[src/rtl/gameboycolor.sv]
// Serial game controller poller: latches and clocks the pad at ~60 Hz, shows buttons or poll count on LEDs.
// Define GBC_FAST_POLL_EN for the short simulation timing (TICK = 4, PERIOD = 256).
module gameboycolor #(
`ifdef GBC_FAST_POLL_EN
    parameter int unsigned TICK   = 32'd4,
    parameter int unsigned PERIOD = 32'd256
`else
    parameter int unsigned TICK   = 32'd198,
    parameter int unsigned PERIOD = 32'd550000
`endif
) (
    input  logic CLK_33MHZ_FPGA,
    input  logic GPIO_SW_W,
    output logic HDR2_2_SM_8_N,
    output logic HDR2_4_SM_8_P,
    input  logic HDR2_6_SM_7_N,
    input  logic GPIO_DIP_SW1,
    output logic GPIO_LED_0,
    output logic GPIO_LED_1,
    output logic GPIO_LED_2,
    output logic GPIO_LED_3,
    output logic GPIO_LED_4,
    output logic GPIO_LED_5,
    output logic GPIO_LED_6,
    output logic GPIO_LED_7
);

    localparam int unsigned TICK_W = (TICK > 32'd1) ? $clog2(TICK) : 1;
    localparam int unsigned PER_W  = (PERIOD > 32'd1) ? $clog2(PERIOD) : 1;
    localparam logic [TICK_W-1:0] TICK_LAST = TICK_W'(TICK - 32'd1);
    localparam logic [PER_W-1:0]  PER_LAST  = PER_W'(PERIOD - 32'd1);

    typedef enum logic [2:0] {
        ST_IDLE     = 3'd0,
        ST_LATCH    = 3'd1,
        ST_READ0    = 3'd2,
        ST_PULSE_HI = 3'd3,
        ST_PULSE_LO = 3'd4,
        ST_DONE     = 3'd5
    } state_t;

    logic              clk;
    logic              rst_n;
    state_t            state_r;
    state_t            state_next_s;
    logic [TICK_W-1:0] tick_cnt_r;
    logic [PER_W-1:0]  period_cnt_r;
    logic              tick_s;
    logic              period_end_s;
    logic              start_s;
    logic              sample_s;
    logic              commit_s;
    logic              latch_tick_r;
    logic              latch_tick_next_s;
    logic [2:0]        bit_idx_r;
    logic [2:0]        bit_idx_next_s;
    logic [1:0]        data_sync_r;
    logic [1:0]        dip_sync_r;
    logic [7:0]        shadow_r;
    logic [7:0]        buttons_r;
    logic [7:0]        poll_count_r;
    logic              latch_r;
    logic              pulse_r;
    logic [7:0]        led_r;

    assign clk   = CLK_33MHZ_FPGA;
    assign rst_n = GPIO_SW_W;

    assign tick_s       = (tick_cnt_r == TICK_LAST);
    assign period_end_s = (period_cnt_r == PER_LAST);

    // Tick divider; restarted at poll start so every state lasts whole ticks.
    always_ff @(posedge clk or negedge rst_n) begin
        if (!rst_n) begin
            tick_cnt_r <= {TICK_W{1'b0}};
        end else if (start_s || tick_s) begin
            tick_cnt_r <= {TICK_W{1'b0}};
        end else begin
            tick_cnt_r <= tick_cnt_r + TICK_W'(1);
        end
    end

    // Free-running poll period counter.
    always_ff @(posedge clk or negedge rst_n) begin
        if (!rst_n) begin
            period_cnt_r <= {PER_W{1'b0}};
        end else if (period_end_s) begin
            period_cnt_r <= {PER_W{1'b0}};
        end else begin
            period_cnt_r <= period_cnt_r + PER_W'(1);
        end
    end

    // Poll FSM state, sub-counters and registered controller strobes.
    always_ff @(posedge clk or negedge rst_n) begin
        if (!rst_n) begin
            state_r      <= ST_IDLE;
            latch_tick_r <= 1'b0;
            bit_idx_r    <= 3'd0;
            latch_r      <= 1'b0;
            pulse_r      <= 1'b0;
        end else begin
            state_r      <= state_next_s;
            latch_tick_r <= latch_tick_next_s;
            bit_idx_r    <= bit_idx_next_s;
            latch_r      <= (state_next_s == ST_LATCH);
            pulse_r      <= (state_next_s == ST_PULSE_HI);
        end
    end

    // Next-state logic and per-cycle sample/commit strobes.
    always_comb begin
        state_next_s      = state_r;
        latch_tick_next_s = latch_tick_r;
        bit_idx_next_s    = bit_idx_r;
        start_s           = 1'b0;
        sample_s          = 1'b0;
        commit_s          = 1'b0;
        case (state_r)
            ST_IDLE: begin
                if (period_end_s) begin
                    state_next_s      = ST_LATCH;
                    start_s           = 1'b1;
                    latch_tick_next_s = 1'b0;
                end else begin
                    state_next_s = ST_IDLE;
                end
            end
            ST_LATCH: begin
                if (tick_s && latch_tick_r) begin
                    state_next_s = ST_READ0;
                end else if (tick_s) begin
                    latch_tick_next_s = 1'b1;
                end else begin
                    state_next_s = ST_LATCH;
                end
            end
            ST_READ0: begin
                if (tick_s) begin
                    state_next_s   = ST_PULSE_HI;
                    sample_s       = 1'b1;
                    bit_idx_next_s = 3'd1;
                end else begin
                    state_next_s = ST_READ0;
                end
            end
            ST_PULSE_HI: begin
                if (tick_s) begin
                    state_next_s = ST_PULSE_LO;
                end else begin
                    state_next_s = ST_PULSE_HI;
                end
            end
            ST_PULSE_LO: begin
                if (tick_s && (bit_idx_r == 3'd7)) begin
                    state_next_s = ST_DONE;
                    sample_s     = 1'b1;
                end else if (tick_s) begin
                    state_next_s   = ST_PULSE_HI;
                    sample_s       = 1'b1;
                    bit_idx_next_s = bit_idx_r + 3'd1;
                end else begin
                    state_next_s = ST_PULSE_LO;
                end
            end
            ST_DONE: begin
                state_next_s = ST_IDLE;
                commit_s     = 1'b1;
            end
            default: begin
                state_next_s = ST_IDLE;
            end
        endcase
    end

    // Input synchronizers for the pad data line and the page switch.
    always_ff @(posedge clk or negedge rst_n) begin
        if (!rst_n) begin
            data_sync_r <= 2'b00;
            dip_sync_r  <= 2'b00;
        end else begin
            data_sync_r <= {data_sync_r[0], HDR2_6_SM_7_N};
            dip_sync_r  <= {dip_sync_r[0], GPIO_DIP_SW1};
        end
    end

    // Bits arrive A first, so shifting in from the top leaves A at bit 0 after eight samples.
    always_ff @(posedge clk or negedge rst_n) begin
        if (!rst_n) begin
            shadow_r <= 8'h00;
        end else if (sample_s) begin
            shadow_r <= {~data_sync_r[1], shadow_r[7:1]};
        end else begin
            shadow_r <= shadow_r;
        end
    end

    // Visible button register and poll count only change together in DONE.
    always_ff @(posedge clk or negedge rst_n) begin
        if (!rst_n) begin
            buttons_r    <= 8'h00;
            poll_count_r <= 8'h00;
        end else if (commit_s) begin
            buttons_r    <= shadow_r;
            poll_count_r <= poll_count_r + 8'd1;
        end else begin
            buttons_r    <= buttons_r;
            poll_count_r <= poll_count_r;
        end
    end

    // LED page register.
    always_ff @(posedge clk or negedge rst_n) begin
        if (!rst_n) begin
            led_r <= 8'h00;
        end else begin
            led_r <= dip_sync_r[1] ? poll_count_r : buttons_r;
        end
    end

    assign HDR2_2_SM_8_N = latch_r;
    assign HDR2_4_SM_8_P = pulse_r;
    assign GPIO_LED_0    = led_r[0];
    assign GPIO_LED_1    = led_r[1];
    assign GPIO_LED_2    = led_r[2];
    assign GPIO_LED_3    = led_r[3];
    assign GPIO_LED_4    = led_r[4];
    assign GPIO_LED_5    = led_r[5];
    assign GPIO_LED_6    = led_r[6];
    assign GPIO_LED_7    = led_r[7];

endmodule

[config.mk]
export PLATFORM = sky130hd
export DESIGN_NAME = gameboycolor
export DESIGN_NICKNAME = d
export VERILOG_FILES = /design/src/rtl/gameboycolor.sv
export SDC_FILE = /design/constraint.sdc
export NUM_CORES = 1
export LEC_CHECK = 0
export BUFFER_PORTS_ARGS = -buffer_cell sky130_fd_sc_hd__buf_4
export CAP_MARGIN = 5
export CORE_MARGIN = 2
export CORE_UTILIZATION = 25
export CTS_CLUSTER_DIAMETER = 200
export CTS_CLUSTER_SIZE = 14
export DETAILED_ROUTE_END_ITERATION = 10
export GPL_TIMING_DRIVEN = 0
export PLACE_DENSITY = 0.47
export SLEW_MARGIN = 30
export SYNTH_ARGS = -nofsm -noshare
export SYNTH_HDL_FRONTEND = slang
export SYNTH_SLANG_ARGS = --single-unit
[constraint.sdc]
create_clock -name CLK_33MHZ_FPGA -period 2.2 [get_ports CLK_33MHZ_FPGA]
set_input_delay 0.44 -clock CLK_33MHZ_FPGA [delete_from_list [all_inputs] [get_ports CLK_33MHZ_FPGA]]
set_output_delay 0.44 -clock CLK_33MHZ_FPGA [all_outputs]
set_load 0.1 [all_outputs]
After elaboration in Yosys (flattened, before gate mapping) --
Index checks and enable logic that the tools add are counted.
Storage, ports and cells: register bits after elaboration 73, bits in latches 0, RAM bits 0, ROM bits 0, bits of input ports 4, memories kept 0
Cells by class: $add $sub $neg 4, multipliers 0, divide/modulo/power cells 0, $lt $le $gt $ge 0, equality and inequality tests 16, shifts and indexed selects 0, multiplexer cells 25, bitwise gates (word level) 1, reduce and logical (&&, ||, !) cells 8
Operators by type and width (count):
- $mux W3 | 8
- $add A20 B1 Y20 const B | 1
- $eq A20 B20 Y1 const B | 1
- $mux W20 | 1
- $add A8 B1 Y8 const B | 2
- $mux W8 | 2
- $pmux W3 S5 | 1
- $ne A2 B2 Y1 const B | 6
- $mux W1 | 10
- $eq A3 B2 Y1 const B | 3
- $eq A3 B3 Y1 const B | 3
- $eq A8 B8 Y1 const B | 1
- $reduce_and A4 Y1 | 2
- $eq A3 B1 Y1 const B | 2
- $pmux W3 S2 | 1
- $pmux W1 S2 | 2
- $reduce_bool A2 Y1 | 2
- $add A3 B1 Y3 const B | 1
- $logic_not A3 Y1 | 1
- $logic_and A1 B1 Y1 | 2
- $logic_or A1 B1 Y1 | 1
- $not A1 Y1 | 1

Depth between registers and ports, before layout --
word-level depth 5, depth in mapped cells 7

Worst setup path after synthesis --
No wires, ideal clock.
path type register to register, start point register bit_idx_r[0], end point register bit_idx_r[0], library setup time 125 ps, arrival 1931 ps, required time 2075 ps, setup slack 145 ps, stages on the path, launching flop included 6, clock period less this slack 2055 ps, cells stage by stage dfrtp_1 > ha_1 > ha_1 > or3_1 > a211oi_1 > mux2_2
Between the ends: word-level cells in the longest chain between the ends 4, elaborated cells between the ends (all ways) 8, those cells by class 1 x add/sub; 2 x eq/ne; 3 x mux; 2 x reduce/logical
Ends and longest elaborated chain:
- start: declaration | line 55 | logic [2:0] bit_idx_r;
- start signal: assignment | line 105 | bit_idx_r <= bit_idx_next_s;
- $add A3 B1 Y3 / $eq A3 B3 Y1 (equally long branches) | line 161, 155
- $mux W3 / $logic_and A1 B1 Y1 (equally long branches) | line 158, 155
- $mux W3 / $ne A2 B2 Y1 (equally long branches)
- $pmux W3 S2 / $reduce_and A4 Y1 (equally long branches)
Parallel ways exist; a longest one is shown, timed or not. The select of a mux whose other input is x is not followed. A chain may end at the register's enable or synchronous reset.

Final worst setup path --
start point register period_cnt_r[8], end point register latch_tick_r
Between the ends: word-level cells in the longest chain between the ends 3
Ends and longest elaborated chain:
- start: declaration | line 47 | logic [PER_W-1:0] period_cnt_r;
- start signal: assignment | line 86 | period_cnt_r <= {PER_W{1'b0}};
- start signal: assignment | line 88 | period_cnt_r <= {PER_W{1'b0}};
- start signal: assignment | line 90 | period_cnt_r <= period_cnt_r + PER_W'(1);
- $eq A20 B20 Y1 | line 70 | assign period_end_s = (period_cnt_r == PER_LAST);
- $ne A2 B2 Y1 (no source line)
- $reduce_and A4 Y1 (no source line)
- end signal: assignment | line 104 | latch_tick_r <= latch_tick_next_s;
- end: declaration | line 53 | logic latch_tick_r;
No other way between the ends.

==> out/results.ini <==
[placed_design]
port_buffers=13
placed_cells=445
placed_area_um2=3468
hpwl_mm=3.687
dp_slack_ns=-0.04844
gp_congestion=0.7116

[synth]
synth_edf_count=0
synth_nets=270
async_flop_share=1.000
post-synth-top-area-fraction=0.5789
ys_types=40
ys.warnings.count=0
synth.area.top_cells=dfrtp_1 58%, mux2_2 8.9%, xnor2_1 3.9%
dominantRegCellSynth=dfrtp_1
synth-seq-cells=73
yosysMostFrequentCell=dfrtp_1
synth.avg_cell_area_um2=12.14
seq_area_frac_synth=0.5789
synth_top_cell_by_area=dfrtp_1
syn_inst=260
synthTopCellsByCount=73 x dfrtp_1, 25 x mux2_2, 17 x nand2_1
synth_area_um2=3156

[grt]
grt_pass1_wl_mm=10.14
grt_antenna_before_repair=0
grt_pass1_vias=2095
grt_usage=0.09608
grt_max_degree=74
grt.overflow.total=0

[cts]
cts.reportedPaths.clkPinSlew_ns=0.06
hold_buffers=0
cts_tree=built
clk_latency_ns=0.33
cts.path.max_buffers=2
root_buffer=clkbuf_16
cts.sinks=73
numCtsBuffers=9
htree_num_levels=3

[power]
powerDensity_nw_per_um2=745.4
finalPower_mw=2.847
leakage_nw=1.767
peakVddDrop_v=0.0003164

[routing]
wl_per_cell_um=12.17
via_per_inst=4.306
dr.pass1.iters=4
drt_iter0_drc=115
ant_nets=0
vias=1998
drc=0
drt-total-wl_mm=5.645

[worst_setup_path]
endpoint_kind=register
worst_ep_required_time_ns=2.42
worst_ep_arrival_time_ns=2.33
setup.worst_path.class=reg -> reg
cp_max_fo=6
r2r_cells=4
critPathLaunchType=register

[floorplan]
boundaryPins=14
start_util=0.2531
die_height_um=116.4
fp.dieW_um=116.4
die_area_um2=13540
coreArea_um2=12470
num_rows=41

[sta]
slew_viol_final=0
finalSetupViolations=0
min_period_ns=2.119
worst_slew_pin_slew_ns=0.6694
fmax_mhz=471.8
relSlewSlack=0.5538
grt_setup_unrepaired=false
hold_violations=0
final.period_utilization=0.9634
fin_skew_ns=0.004197
setup_slack_ns=0.08058

[finish]
postLayoutCoreUtil=0.3064
diodes=0
final_cell_area_um2=3820
drive_gt1_frac=0.2260
layout.cells.non_filler=464
syn_to_final_growth_pct=21.05
nNetsFinal=297

[job]
maxCapViolations=0

[min_path]
hp-class=in -> async

[run_status]
status=completed

-- critical path, cell delays in order, from the launching register on --
cell and delay, ns:
dfrtp_1 0.44, or4b_1 0.52, or4_4 0.53, o41a_1 0.32
o22a_1 0.19
-- registers in the layout (all words and copies together) (netlist names) --
name and flops:
HDR2_2_SM_8_N 1, HDR2_4_SM_8_P 1, bit_idx_r 3, buttons_r 8, data_sync_r 2, dip_sync_r 2, latch_tick_r 1, led_r 8
period_cnt_r 20, poll_count_r 8, shadow_r 8, state_r 3, tick_cnt_r 8
-- cell type report --
cell class / count / area, um^2
fillers: 1244 / 8646
flip-flops and latches: 73 / 1827
multi-input cells: 173 / 1277
clock buffers: 9 / 225.2
well taps: 172 / 215.2
repair buffers: 16 / 136.4
clock inverters: 7 / 78.83
plain buffers: 7 / 33.78
inverters: 7 / 26.28
-- per-stage QoR --
step	setup TNS [ns]	hold slack [ns]
finish	0	0.1036
global route	0	0.1823
CTS	0	0.2063
detailed placement	-0.08567	0.3347
global placement	-0.02377	0.3347
floorplan	0	0.1444
-- timing repair --
| item | 4_1_cts | 5_1_grt |
|---|---|---|
| setup buffers | 2 | 1 |
| endpoints found under the hold margin | 0 | 0 |
| pin swaps | 1 | 1 |
| resized for setup | 1 | 2 |
| endpoints found under the setup margin | 2 | 16 |
-- placed cells by master, fill, tap and decap left out, types with 2 or more instances in the layout --
master,count
dfrtp_1,73
mux2_2,25
nand2_1,17
nor2_1,16
xnor2_1,14
xor2_1,14
buf_4,14
nand3_1,11
nor3_1,9
clkbuf_16,9
and3_1,8
nand4_1,8
inv_1,7
o21ai_0,6
ha_1,6
or3_1,4
clkbuf_1,3
nor2b_1,3
a21oi_1,3
clkinvlp_4,3
buf_2,2
nor4bb_1,2
and3b_1,2
or2_2,2
nor3b_1,2
and4_1,2
o22a_1,2
mux2i_1,2
inv_6,2
-- final timing paths --
| check | from | end | slack, ns |
|---|---|---|---|
| min in group CLK_33MHZ_FPGA | HDR2_6_SM_7_N | data_sync_r[0]$_DFF_PN0_ | 0.22 |
| min | GPIO_SW_W | data_sync_r[0]$_DFF_PN0_ | 0.10 |
| max in group asynchronous | GPIO_SW_W | period_cnt_r[17]$_DFF_PN0_ | 1.61 |
| max reg2reg | period_cnt_r[8]$_DFF_PN0_ | latch_tick_r$_DFFE_PN0P_ | 0.08 |
| min reg2reg | data_sync_r[0]$_DFF_PN0_ | data_sync_r[1]$_DFF_PN0_ | 0.35 |
| max | period_cnt_r[8]$_DFF_PN0_ | latch_tick_r$_DFFE_PN0P_ | 0.08 |
-- routing by layer --
metal / vias to the layer above / global-route usage / wire length, um
li1: 979 / - / -
met1: 991 / 0.1274 / 2753
met2: 20 / 0.1469 / 2618
met3: 8 / 0.02024 / 152
met4: 0 / 0.05238 / 120
met5: - / 0 / 0
-- cell families (layout without fill, tap and decap cells) --
logic type	count (synthesis)	in the layout	synth area share
DFF	73	73	0.5789
and+or+nand+nor	93	93	0.1657
AOI/OAI and AO/OA	19	19	0.04045
xor gates and xnor gates	28	28	0.07772
buffers and inverters	14	46	0.01784
adders and majority gates	6	6	0.02379
muxes	27	27	0.09556
-- power by group --
group	total [mW]	switching (mW)	internal, mW
registers	1.35	0.000881	1.35
logic	0.0348	0.0284	0.00639
clock network	1.47	0.578	0.887
Power figures use the tool's default switching activity.
